===== src/rtl/vrf_bank_scheduler_pkg.sv =====
// Shared types and defaults for the VRF bank scheduler and its per-bank picker.
// Also holds the round-robin search helper used by every picker instance.
package vrf_bank_scheduler_pkg;

  localparam int NrBankDefault   = 8;
  localparam int MaxStallDefault = 4;
  localparam int BankAddrWidth   = 6;

  typedef logic [$clog2(NrBankDefault)-1:0] bank_id_t;
  typedef logic [BankAddrWidth-1:0]         bank_addr_t;

  typedef enum logic [1:0] {
    SchedStarved,
    SchedWrite,
    SchedRead
  } sched_class_e;

  // Widest class any picker searches; candidate vectors are zero-extended to this.
  localparam int RrMax = 16;

  // First set bit at index >= ptr, wrapping within n entries; -1 when none.
  function automatic int rr_pick(input logic [RrMax-1:0] cand, input int n, input int ptr);
    int j;
    int res;
    res = -1;
    for (int k = 0; k < RrMax; k++) begin
      if (k < n) begin
        j = ptr + k;
        if (j >= n) j = j - n;
        if (res < 0 && cand[j[3:0]]) res = j;
      end
    end
    return res;
  endfunction

endpackage


===== src/rtl/vrf_bank_picker.sv =====
// Single-bank winner selection: starved reads, then writes, then reads, each class round-robin.
// Purely combinational; pointer and stall state live in the scheduler top.
module vrf_bank_picker
  import vrf_bank_scheduler_pkg::*;
#(
  parameter int NrRead  = 3,
  parameter int NrWrite = 2,
  parameter int IdxW    = 2
) (
  input  logic [NrRead-1:0]         rd_cand_i,
  input  logic [NrWrite-1:0]        wr_cand_i,
  input  logic [NrRead-1:0]         starved_i,
  input  logic [IdxW-1:0]           rd_ptr_i,
  input  logic [IdxW-1:0]           wr_ptr_i,
  output logic                      win_o,
  output sched_class_e              cls_o,
  output logic [IdxW-1:0]           idx_o,
  output logic [NrRead+NrWrite-1:0] gnt_o
);

  localparam int NrReq = NrRead + NrWrite;

  int s_idx;
  int w_idx;
  int r_idx;

  always_comb begin
    s_idx = rr_pick(RrMax'(rd_cand_i & starved_i), NrRead, int'(rd_ptr_i));
    w_idx = rr_pick(RrMax'(wr_cand_i), NrWrite, int'(wr_ptr_i));
    r_idx = rr_pick(RrMax'(rd_cand_i), NrRead, int'(rd_ptr_i));
    win_o = 1'b0;
    cls_o = SchedRead;
    idx_o = '0;
    gnt_o = '0;
    if (s_idx >= 0) begin
      win_o = 1'b1;
      cls_o = SchedStarved;
      idx_o = IdxW'(s_idx);
      gnt_o = NrReq'(1) << s_idx;
    end else if (w_idx >= 0) begin
      win_o = 1'b1;
      cls_o = SchedWrite;
      idx_o = IdxW'(w_idx);
      gnt_o = NrReq'(1) << (NrRead + w_idx);
    end else if (r_idx >= 0) begin
      win_o = 1'b1;
      cls_o = SchedRead;
      idx_o = IdxW'(r_idx);
      gnt_o = NrReq'(1) << r_idx;
    end
  end

endmodule


===== src/rtl/vrf_bank_scheduler.sv =====
// Per-bank arbiter for the lane VRF: combinational grants, bank port muxing, 1-cycle read return.
// Optional per-bank conflict counters are built when VRF_BANK_SCHED_STATS_EN is defined.
module vrf_bank_scheduler
  import vrf_bank_scheduler_pkg::*;
#(
  parameter int NrRead    = 3,
  parameter int NrWrite   = 2,
  parameter int NrBank    = vrf_bank_scheduler_pkg::NrBankDefault,
  parameter int AddrWidth = 6,
  parameter int DataWidth = 64,
  parameter int MaxStall  = vrf_bank_scheduler_pkg::MaxStallDefault,
  localparam int NrReq    = NrRead + NrWrite,
  localparam int BankW    = $clog2(NrBank),
  localparam int StrbW    = DataWidth / 8
) (
  input  logic                                clk_i,
  input  logic                                rst_ni,
  input  logic [NrReq-1:0]                    req_i,
  input  logic [NrReq-1:0][BankW-1:0]         bank_sel_i,
  input  logic [NrReq-1:0][AddrWidth-1:0]     addr_i,
  input  logic [NrWrite-1:0][DataWidth-1:0]   wdata_i,
  input  logic [NrWrite-1:0][StrbW-1:0]       wstrb_i,
  output logic [NrReq-1:0]                    gnt_o,
  output logic [NrBank-1:0]                   bank_req_o,
  output logic [NrBank-1:0]                   bank_wen_o,
  output logic [NrBank-1:0][AddrWidth-1:0]    bank_addr_o,
  output logic [NrBank-1:0][DataWidth-1:0]    bank_wdata_o,
  output logic [NrBank-1:0][StrbW-1:0]        bank_wstrb_o,
  input  logic [NrBank-1:0][DataWidth-1:0]    bank_rdata_i,
  output logic [NrRead-1:0][DataWidth-1:0]    rdata_o,
  output logic [NrRead-1:0]                   rdata_valid_o,
  output logic [NrBank-1:0][31:0]             conflict_cnt_o
);

  localparam int IdxMax = (NrRead > NrWrite) ? NrRead : NrWrite;
  localparam int IdxW   = (IdxMax > 1) ? $clog2(IdxMax) : 1;
  localparam int StallW = $clog2(MaxStall + 1);

  logic [NrReq-1:0]  cand     [NrBank];
  logic [NrRead-1:0] starved;
  logic [IdxW-1:0]   rd_ptr_q [NrBank];
  logic [IdxW-1:0]   wr_ptr_q [NrBank];
  logic [StallW-1:0] stall_cnt_q [NrRead];

  logic              win      [NrBank];
  sched_class_e      win_cls  [NrBank];
  logic [IdxW-1:0]   win_idx  [NrBank];
  logic [NrReq-1:0]  bank_gnt [NrBank];

  logic [NrRead-1:0]            rd_valid_q;
  logic [NrRead-1:0][BankW-1:0] rd_bank_q;

  always_comb begin
    for (int b = 0; b < NrBank; b++) begin
      cand[b] = '0;
      for (int q = 0; q < NrReq; q++) begin
        cand[b][q] = req_i[q] && (bank_sel_i[q] == BankW'(b));
      end
    end
  end

  always_comb begin
    starved = '0;
    for (int r = 0; r < NrRead; r++) begin
      starved[r] = (stall_cnt_q[r] == StallW'(MaxStall));
    end
  end

  for (genvar b = 0; b < NrBank; b++) begin : g_bank
    vrf_bank_picker #(
      .NrRead (NrRead),
      .NrWrite(NrWrite),
      .IdxW   (IdxW)
    ) u_picker (
      .rd_cand_i(cand[b][NrRead-1:0]),
      .wr_cand_i(cand[b][NrReq-1:NrRead]),
      .starved_i(starved),
      .rd_ptr_i (rd_ptr_q[b]),
      .wr_ptr_i (wr_ptr_q[b]),
      .win_o    (win[b]),
      .cls_o    (win_cls[b]),
      .idx_o    (win_idx[b]),
      .gnt_o    (bank_gnt[b])
    );
  end

  // Each requester targets exactly one bank, so OR-ing per-bank one-hots is exact.
  always_comb begin
    gnt_o = '0;
    for (int b = 0; b < NrBank; b++) begin
      gnt_o = gnt_o | bank_gnt[b];
    end
  end

  always_comb begin
    bank_req_o   = '0;
    bank_wen_o   = '0;
    bank_addr_o  = '0;
    bank_wdata_o = '0;
    bank_wstrb_o = '0;
    for (int b = 0; b < NrBank; b++) begin
      bank_req_o[b] = win[b];
      for (int r = 0; r < NrRead; r++) begin
        if (bank_gnt[b][r]) bank_addr_o[b] = addr_i[r];
      end
      for (int w = 0; w < NrWrite; w++) begin
        if (bank_gnt[b][NrRead+w]) begin
          bank_wen_o[b]   = 1'b1;
          bank_addr_o[b]  = addr_i[NrRead+w];
          bank_wdata_o[b] = wdata_i[w];
          bank_wstrb_o[b] = wstrb_i[w];
        end
      end
    end
  end

  // Starved grants come from the read class, so they advance the read pointer.
  always_ff @(posedge clk_i or negedge rst_ni) begin
    if (!rst_ni) begin
      for (int b = 0; b < NrBank; b++) begin
        rd_ptr_q[b] <= '0;
        wr_ptr_q[b] <= '0;
      end
    end else begin
      for (int b = 0; b < NrBank; b++) begin
        if (win[b]) begin
          if (win_cls[b] == SchedWrite) begin
            wr_ptr_q[b] <= (win_idx[b] == IdxW'(NrWrite - 1)) ? '0 : win_idx[b] + IdxW'(1);
          end else begin
            rd_ptr_q[b] <= (win_idx[b] == IdxW'(NrRead - 1)) ? '0 : win_idx[b] + IdxW'(1);
          end
        end
      end
    end
  end

  always_ff @(posedge clk_i or negedge rst_ni) begin
    if (!rst_ni) begin
      for (int r = 0; r < NrRead; r++) stall_cnt_q[r] <= '0;
    end else begin
      for (int r = 0; r < NrRead; r++) begin
        if (req_i[r] && !gnt_o[r]) begin
          if (stall_cnt_q[r] != StallW'(MaxStall)) stall_cnt_q[r] <= stall_cnt_q[r] + StallW'(1);
        end else begin
          stall_cnt_q[r] <= '0;
        end
      end
    end
  end

  always_ff @(posedge clk_i or negedge rst_ni) begin
    if (!rst_ni) rd_valid_q <= '0;
    else         rd_valid_q <= gnt_o[NrRead-1:0];
  end

  // Bank id only matters while rd_valid_q is set, so it carries no reset.
  always_ff @(posedge clk_i) begin
    rd_bank_q <= bank_sel_i[NrRead-1:0];
  end

  always_comb begin
    for (int r = 0; r < NrRead; r++) begin
      rdata_o[r] = bank_rdata_i[rd_bank_q[r]];
    end
  end

  assign rdata_valid_o = rd_valid_q;

`ifdef VRF_BANK_SCHED_STATS_EN
  logic [31:0] conflict_q [NrBank];

  always_ff @(posedge clk_i or negedge rst_ni) begin
    if (!rst_ni) begin
      for (int b = 0; b < NrBank; b++) conflict_q[b] <= '0;
    end else begin
      for (int b = 0; b < NrBank; b++) begin
        if ($countones(cand[b]) >= 2) conflict_q[b] <= conflict_q[b] + 32'd1;
      end
    end
  end

  always_comb begin
    for (int b = 0; b < NrBank; b++) conflict_cnt_o[b] = conflict_q[b];
  end
`else
  assign conflict_cnt_o = '0;
`endif

endmodule


===== config.mk =====
export PLATFORM = sky130hd
export DESIGN_NAME = vrf_bank_scheduler
export DESIGN_NICKNAME = d
export VERILOG_FILES = /design/src/rtl/vrf_bank_scheduler_pkg.sv /design/src/rtl/vrf_bank_picker.sv /design/src/rtl/vrf_bank_scheduler.sv
export SDC_FILE = /design/constraint.sdc
export NUM_CORES = 1
export LEC_CHECK = 0
export CAP_MARGIN = 20
export CORE_AREA = 8 8 693 695
export DETAILED_ROUTE_END_ITERATION = 10
export DIE_AREA = 0 0 701 703
export PLACE_DENSITY_LB_ADDON = 0.05
export REMOVE_ABC_BUFFERS = 1
export SLEW_MARGIN = 20
export SYNTH_ARGS = -nofsm -noshare
export SYNTH_HDL_FRONTEND = slang
export SYNTH_SLANG_ARGS = --single-unit

===== constraint.sdc =====
create_clock -name clk_i -period 5.7 [get_ports clk_i]
set_input_delay 1.14 -clock clk_i [delete_from_list [all_inputs] [get_ports clk_i]]
set_output_delay 1.14 -clock clk_i [all_outputs]
set_load 0.02 [all_outputs]

==> results of run 1 <==
## per-layer routing
| layer | up-vias | GRT usage (%) | share of wire [%] |
|---|---|---|---|
| met2 | 1835 | 30.9 | 52 |
| met3 | 434 | 4.35 | 6.9 |
| met5 | - | 0 | 0.14 |
| li1 | 17000 | - | - |
| met1 | 21500 | 18.3 | 38 |
| met4 | 96 | 2.66 | 2.9 |
## worst max-delay path, stage by stage
cell,delay [ns]
clkdlybuf4s15_2,0.21
buf_12,0.15
buf_8,0.14
buf_4,0.19
nand4bb_1,0.28
nor2_1,0.18
o311ai_1,0.12
buf_4,0.17
buf_4,0.14
a31oi_1,0.21
nand4_1,0.18
a22oi_2,0.33
buf_12,0.15
a211oi_2,0.06
o211a_4,0.16
a221oi_4,0.47
buf_6,0.22
buf_12,0.12
## stage by stage
stage	total power, uW	TNS [ns]
2_1_floorplan	3770	-2234.10
3_3_place_gp	8800	-481.55
3_5_place_dp	8700	-488.93
4_1_cts	9470	-15.22
5_1_grt	9890	-24.05
6_report	9340	-0.628
## cell families (layout without fill, tap and decap cells)
group | Yosys count | after routing
other | 1 | 305
AOI/OAI and AO/OA | 1082 | 1082
and+or+nand+nor | 701 | 701
adders and majority gates | 85 | 85
muxes | 588 | 588
buffers and inverters | 818 | 2559
DFF | 53 | 53
xor gates and xnor gates | 3 | 3
## cells in the final DEF, fill, tap and decap left out, types with 84 or more instances in the layout
master,instances
nand2_1,158
a22o_1,479
a21oi_1,84
a22o_4,110
buf_6,217
conb_1,256
mux2_2,196
mux4_2,384
buf_12,393
clkdlybuf4s50_1,873
buf_4,754
## flip-flops by register name, indices dropped and copies added, names as in the netlist
signal	flops
rd_ptr_q	16
rdata_valid_o	3
rd_bank_q	9
stall_cnt_q	9
wr_ptr_q	16
## power breakdown
group | leakage [uW] | total [uW] | switching, uW | internal, uW
clock | 0.0000709 | 402 | 237 | 166
combinational | 0.0243 | 8310 | 4740 | 3570
sequential | 0.000665 | 633 | 176 | 457
## repair_timing
item,CTS,global route
pin swaps,129,127
endpoints found under the setup margin,637,564
gates resized for setup,853,634
setup buffers,107,79
gates cloned,21,24
## worst max path at each step
stage                         startpoint  slack [ns]         endpoint  cells after the start
after floorplan            bank_sel_i[9]       -5.86  bank_addr_o[11]                     11
after global placement    bank_sel_i[13]       -2.08  bank_addr_o[11]                     21
after detailed placement        req_i[4]       -1.66   bank_addr_o[3]                     22
after CTS                 bank_sel_i[14]       -0.26  bank_addr_o[11]                     20
after global routing      bank_sel_i[13]       -0.31  bank_addr_o[11]                     20
final                      bank_sel_i[2]       -0.09  bank_addr_o[11]                     18
## cell type report
cell class | count | area (um^2)
antenna | 49 | 123
clock buffer | 6 | 129
clock inverter | 2 | 10.0
fill | 53100 | 404000
inverter | 74 | 280
multi-input combinational | 2715 | 28300
sequential | 53 | 1320
tap | 6223 | 7790
timing repair buffer | 2477 | 27700
==> metrics.md, run 1 <==
| Metric | Value |
|---|---|
| Synth Area in Compound Gates | `28.9%` |
| Final worst setup slack | `-0.0913 ns` |
| Worst Path Arrival | `approximately 4.7 ns` |
| Die Span Y | `703 um` |
| Core Util, Final | `14.0%` |
| Post-synthesis mux area share | `36.1%` |
| Initial core utilization | `under 10%` |
| Port-buffer cells | `about 1500` |
| Lkg Pwr | `0.0250 uW` |
| Top cell type's share of synthesized area | `28.6%` |
| Longest Clk Path Bufs | `2` |
| RR Endpoint | `stall_cnt_q[2]$_DFFE_PN0P_` |
| Grt ovf | `0` |
| Clock slew seen by the registers of the worst setup and hold paths | `~0.10 ns` |
| # setup viols final | `22` |
| Main combinational cell family by area after synthesis | `multiplexers` |
| DR vias | `a little over 40000` |
| First-pass GRT wire length | `525000 um` |
| Critical Path RT | `roughly 4.6 ns` |
| Hold Path Class | `reg -> reg` |
| Cells after synthesis | `3331` |
| Tcrit/Tclk final | `102%` |
| Top FF cell, synth | `dfrtp_1` |
| Maximum net fanout on the critical path | `8` |
| Syn_area_per_cell | `approximately 9.1 um^2` |
| Run status | `finished, violations left` |
| Post-synthesis adder-cell area fraction | `under 10%` |
| Gp weighted congestion | `roughly 0.81` |
| Cell area after layout | `about 0.066 mm^2` |
| Final ANT Viol Nets | `0` |
| DRC errors left | `0` |
| Total track usage | `between 10% and 20%` |
| Startpoint type of the worst setup path | `input port` |
| Vias in the first global route | `between 40000 and 50000` |
| Xor-xnor portion of the synthesized cell area | `0.0868%` |
| Die Wd | `~700 um` |
| Post-route minimum period | `5.79 ns` |
| Pin count of the biggest net entering global routing | `just under 60` |
| Worst-margin pin slew | `around 1.2 ns` |
| Cell taking the most area after synthesis | `mux4_2` |
| Synth cell types | `roughly 110` |
| Reg2Reg Launch Point | `rd_ptr_q[12]$_DFFE_PN0P_` |
| Syn. warnings | `0` |
| Antenna violations before repair | `approximately 190` |
| Clock skew | `about 0.019 ns` |
| DPL Wire Length | `359000 um` |
| Maximum VDD drop | `between 0.1 and 0.15 mV` |
| Top cells by area, synth | `mux4_2, a22o_1, mux2_2` |
| CTS Buf Count | `5` |
| Synthesis-stage register bit count | `53` |
| Drt total wl | `434000 um` |
| Final Non-Filler Cells | `approximately 12000` |
| Max-cap viol count | `0` |
| Final #Nets | `between 6000 and 7000` |
| Hold path start | `wr_ptr_q[5]$_DFFE_PN0P_` |
| Starting DRT DRC Count | `between 2000 and 3000` |
| Hold Path Depth | `1` |
| Crit Path Class | `in -> out` |
| Setup slack at placement | `-1.66 ns` |
| H-tree Lvls | `2` |
| Top cells by count, synth | `a22o_1, mux4_2, buf_4` |
| Achievable Freq | `173 MHz` |
| Violated checks | `setup timing` |
| Seq/Total Area, Yosys | `about 4.2%` |
| Post-synth EDFFs | `0` |
| Post-Synth Simple-Gate Area | `a little over an eighth` |
| CTS root buf | `clkbuf_16` |
| Clk_lat worst skew | `0.37 ns` |
| Area Growth Syn to Fin | `117%` |
| Final hold vios | `0` |
| Drt via density | `~3.5` |
| Ys async rst share | `between 80% and 90%` |
| Placeable Area | `0.469 mm^2` |
| Smallest hold slack | `slightly above 0.5 ns` |
| Pre-Repair DR Iteration Count | `5` |
| P per Cell Area | `between 100 and 150 mW/mm^2` |
| R2r worst-path depth | `16` |
| Placed cell area | `around 0.060 mm^2` |
| # hold bufs at CTS | `0` |
| Inst Count DP | `11300` |
| Post-synthesis cell area | `a little over 0.03 mm^2` |
| TritonCTS clock tree | `yes` |
| DIE AREA | `approximately 0.49 mm^2` |
| Row count | `252` |
| Max-slew violations | `0` |
| Boundary Pins | `approximately 1800` |
| Share of cells above drive strength 1 | `between 40% and 50%` |
| CTS Sinks | `53` |
| Worst setup EP type | `output port` |
| Count leader, synth | `a22o_1` |
| Slew HR | `20.5%` |
| Hold Path Sink | `wr_ptr_q[5]$_DFFE_PN0P_` |
| R2R setup slack | `1.45 ns` |
| RSZ-0062 raised after global routing | `yes` |
| Post-DR wirelength/cell | `37.4 um` |
Power figures use the tool's default switching activity.
==> inputs of run 2 (changes only) <==
Settings changed: ABC_AREA set to 1, CORE_AREA 8 8 693 695 to 8 8 706 708, DIE_AREA 0 0 701 703 to 0 0 714 716.
Clock period 5.7 ns to 7.25 ns, I/O delays scaled along.
==> run 2 against run 1 <==
  * The flow now finishes without violations
  * Via count grew 29%
  * Sequential share of layout area rose by 0.20 points
  * Area after synthesis rose by 8.8%
  * Register-to-register slack better by 2.0 ns
  * Non-clock buffer count shrank 576
==> metrics.md, run 2 <==
| Metric | Value |
|---|---|
| Slowest stage delay, CP | `roughly 0.40 ns` |
| Count leader, synth | `nand2_1` |
| Max-slew violations | `0` |
| Gp weighted congestion | `roughly 0.86` |
| Worst Path Arrival | `5.57 ns` |
| Syn. warnings | `0` |
| GRT Max-Usage Layer | `met2` |
| DR vias | `52600` |
| Area Growth Syn to Fin | `80.0%` |
| H-tree Lvls | `2` |
| Core Util, Final | `about 12%` |
| Vias in the first global route | `around 52000` |
| DRC errors left | `0` |
| CTS root buf | `clkbuf_16` |
| Hold Path Class | `reg -> reg` |
| CTS Buf Count | `5` |
| Maximum VDD drop | `about 0.22 mV` |
| Pin count of the biggest net entering global routing | `between 150 and 200` |
| Startpoint type of the worst setup path | `input port` |
| # setup viols final | `0` |
| Longest Clk Path Bufs | `2` |
| Drt via density | `3.61` |
| Pre-Repair DR Iteration Count | `7` |
| Cells after synthesis | `approximately 6600` |
| Final ANT Viol Nets | `0` |
| Slew HR | `a little under a fifth` |
| Post-route minimum period | `between 7 and 8 ns` |
| Grt ovf | `0` |
| Starting DRT DRC Count | `3938` |
| CTS Sinks | `53` |
| Cell-by-cell trace of the critical path | `clkdlybuf4s50_1 -> buf_4 -> nor2_2 -> buf_4 -> nand2_1 -> nand2_1 -> nand2_1 -> ha_1 -> or2_2 -> ha_1 -> nand2_1 -> nor4_1 -> nand3_1 -> nor2_2 -> nand2_4 -> buf_12 -> buf_12 -> o21ai_0 -> nand2_1 -> inv_1 -> buf_4` |
| Initial core utilization | `under 10%` |
| Worst setup EP type | `output port` |
| Drt total wl | `roughly 440000 um` |
| Final #Nets | `roughly 8800` |
| Run status | `complete, no violations` |
| Top cells by area, synth | `nand2_1, o21ai_0, inv_1` |
| Antenna violations before repair | `194` |
| Achievable Freq | `about 140 MHz` |
| Total track usage | `roughly 16%` |
| TNS Setup | `0 ns` |
| Row count | `approximately 260` |
| Max-cap viol count | `0` |
| Final hold vios | `0` |
| Crit Path Class | `in -> out` |
| Ys async rst share | `83.0%` |
| Post-DR wirelength/cell | `about 30 um` |
| P per Cell Area | `~330 mW/mm^2` |
| Maximum net fanout on the critical path | `47` |
| Boundary Pins | `roughly 1800` |
| DPL Wire Length | `369000 um` |
| TritonCTS clock tree | `yes` |
| Clock slew seen by the registers of the worst setup and hold paths | `roughly 0.11 ns` |
| Seq/Total Area, Yosys | `roughly 4%` |
| Critical Path RT | `5.80 ns` |
| Syn_area_per_cell | `approximately 5.0 um^2` |
| Largest registers | `rd_ptr_q x16, wr_ptr_q x16` |
| Synthesis-stage register bit count | `53` |
| Worst-margin pin slew | `1.21 ns` |
| Met1 usage | `between 10% and 20%` |
| Commonest cells after routing, fill and taps aside | `nand2_1, o21ai_0, clkdlybuf4s50_1` |
| Placeable Area | `just under 0.5 mm^2` |
| Clock skew | `approximately 0.017 ns` |
| RSZ-0062 raised after global routing | `yes` |
| Port-buffer cells | `between 1500 and 2000` |
| Top cell type's share of synthesized area | `between 10% and 20%` |
| Overall power | `roughly 19000 uW` |
| Die Wd | `714 um` |
| First-pass GRT wire length | `around 550000 um` |
| Post-synth EDFFs | `0` |
| DIE AREA | `~0.51 mm^2` |
| Most common cell after layout, fill and taps aside | `nand2_1` |
| Cell taking the most area after synthesis | `nand2_1` |
| Lkg Pwr | `approximately 0.027 uW` |
| # hold bufs at CTS | `0` |
| Grt met3 use | `under 10%` |
| Cell mode on critical path | `nand2_1` |
| Clk_lat worst skew | `0.38 ns` |
| Top cells by count, synth | `nand2_1, o21ai_0, inv_1` |
| Die Span Y | `~700 um` |
| Post-synthesis cell area | `0.0329 mm^2` |
| CP delay by family, top | `simple AND/OR/NAND/NOR gates` |
| Grt met2 use | `a little under a third` |
| Top FF cell, synth | `dfrtp_1` |
| Tcrit/Tclk final | `a little over nine tenths` |
| Buf/Inv on CP | `7` |
| Critical-path top delay cell | `clkdlybuf4s50_1` |
| Share of cells above drive strength 1 | `11.2%` |
| Synth cell types | `55` |
==> run 2: cell types whose count changed after synthesis, moves of 384 or more <==
cell | before | now
nand2_1 | 172 | 1541
a22o_1 | 589 | 0
a21oi_1 | 96 | 491
mux4_2 | 384 | 0
o21ai_0 | 50 | 1050
nor2_1 | 98 | 602
inv_1 | 73 | 857
==> run 2: per-layer routing <==
metal / part of all wire, % / wire length (um) / vias to the layer above
met2: 53 / 229000 / 2088
met5: 0.19 / 845 / -
met3: 7.7 / 33500 / 407
li1: - / - / 24400
met1: 37 / 163000 / 25500
met4: 2.2 / 9570 / 132
==> run 2: path summary, 6_finish.rpt <==
kind / startpoint / depth (start not counted) / slack [ns] / endpoint
max reg2reg: stall_cnt_q[6]$_DFFE_PN0P_ / 17 / 3.43 / stall_cnt_q[3]$_DFFE_PN0P_
max: bank_sel_i[12] / 21 / 0.23 / bank_wstrb_o[21]
min in group asynchronous: rst_ni / 1 / 1.17 / rd_ptr_q[4]$_DFFE_PN0P_
min: wr_ptr_q[1]$_DFFE_PN0P_ / 2 / 0.50 / wr_ptr_q[1]$_DFFE_PN0P_
max in group asynchronous: rst_ni / 1 / 5.50 / rd_ptr_q[1]$_DFFE_PN0P_
min reg2reg: wr_ptr_q[1]$_DFFE_PN0P_ / 2 / 0.50 / wr_ptr_q[1]$_DFFE_PN0P_
==> run 2: where the power goes <==
group,switching (uW),leakage (uW),internal (uW),total [uW]
Combinational,11900,0.0266,6620,18500
Clock,193,0.0000770,136,329
Sequential,101,0.000641,397,498
Total,12200,0.0273,7150,19300
==> run 2: cells by family (layout without fill, tap and decap cells) <==
| family | count (synthesis) | count (layout) | share of synthesized area, % |
|---|---|---|---|
| and+or+nand+nor | 2544 | 2544 | 31.6 |
| xor gates and xnor gates | 4 | 4 | 0.106 |
| muxes | 3 | 3 | 0.0912 |
| adders and majority gates | 85 | 85 | 3.23 |
| DFF | 53 | 53 | 3.89 |
| other | 1 | 296 | 0.0114 |
| buffers and inverters | 1636 | 2797 | 22.4 |
| AOI/OAI and AO/OA | 2298 | 2298 | 38.6 |
==> run 2: worst reg2reg max path: stages, from the launching register on <==
cell	delay, ns
dfrtp_1	0.40
inv_1	0.09
ha_1	0.16
nand2_1	0.09
inv_2	0.41
nand2_1	0.35
nand2_1	0.13
nand3_1	0.12
a21boi_4	0.26
nand4_1	0.21
nand3_1	0.18
nand2_1	0.10
nor2_4	0.38
nand2_1	0.29
nor2_2	0.17
buf_4	0.15
nand3_2	0.14
nor2_1	0.12
==> run 2: repair_timing <==
item	4_1_cts	5_1_grt
setup endpoints to repair	362	286
pin swaps	0	2
buffers inserted	0	1
cloned	0	1
resized for setup	109	106
==> run 2: area by class of cell <==
cell class	count	area [um^2]
clock buffer	5	125
antenna	40	100
multi-input combinational	5190	25400
timing repair buffer	1901	20800
sequential	53	1300
inverter	888	3360
clock inverter	3	28.8
fill	57300	428000
tap	6475	8100
==> run 2: through the flow <==
stage	hold WS (ns)	worst slack [ns]	cell area, um^2	cells
floorplan	0.460	-4.06	29800	6131
global placement	0.482	-0.735	58800	14500
detailed placement	0.481	-0.715	58800	14500
CTS	0.506	-0.00627	58900	14500
global route	0.525	-0.00615	59200	14500
finish	0.500	0.231	59200	14600
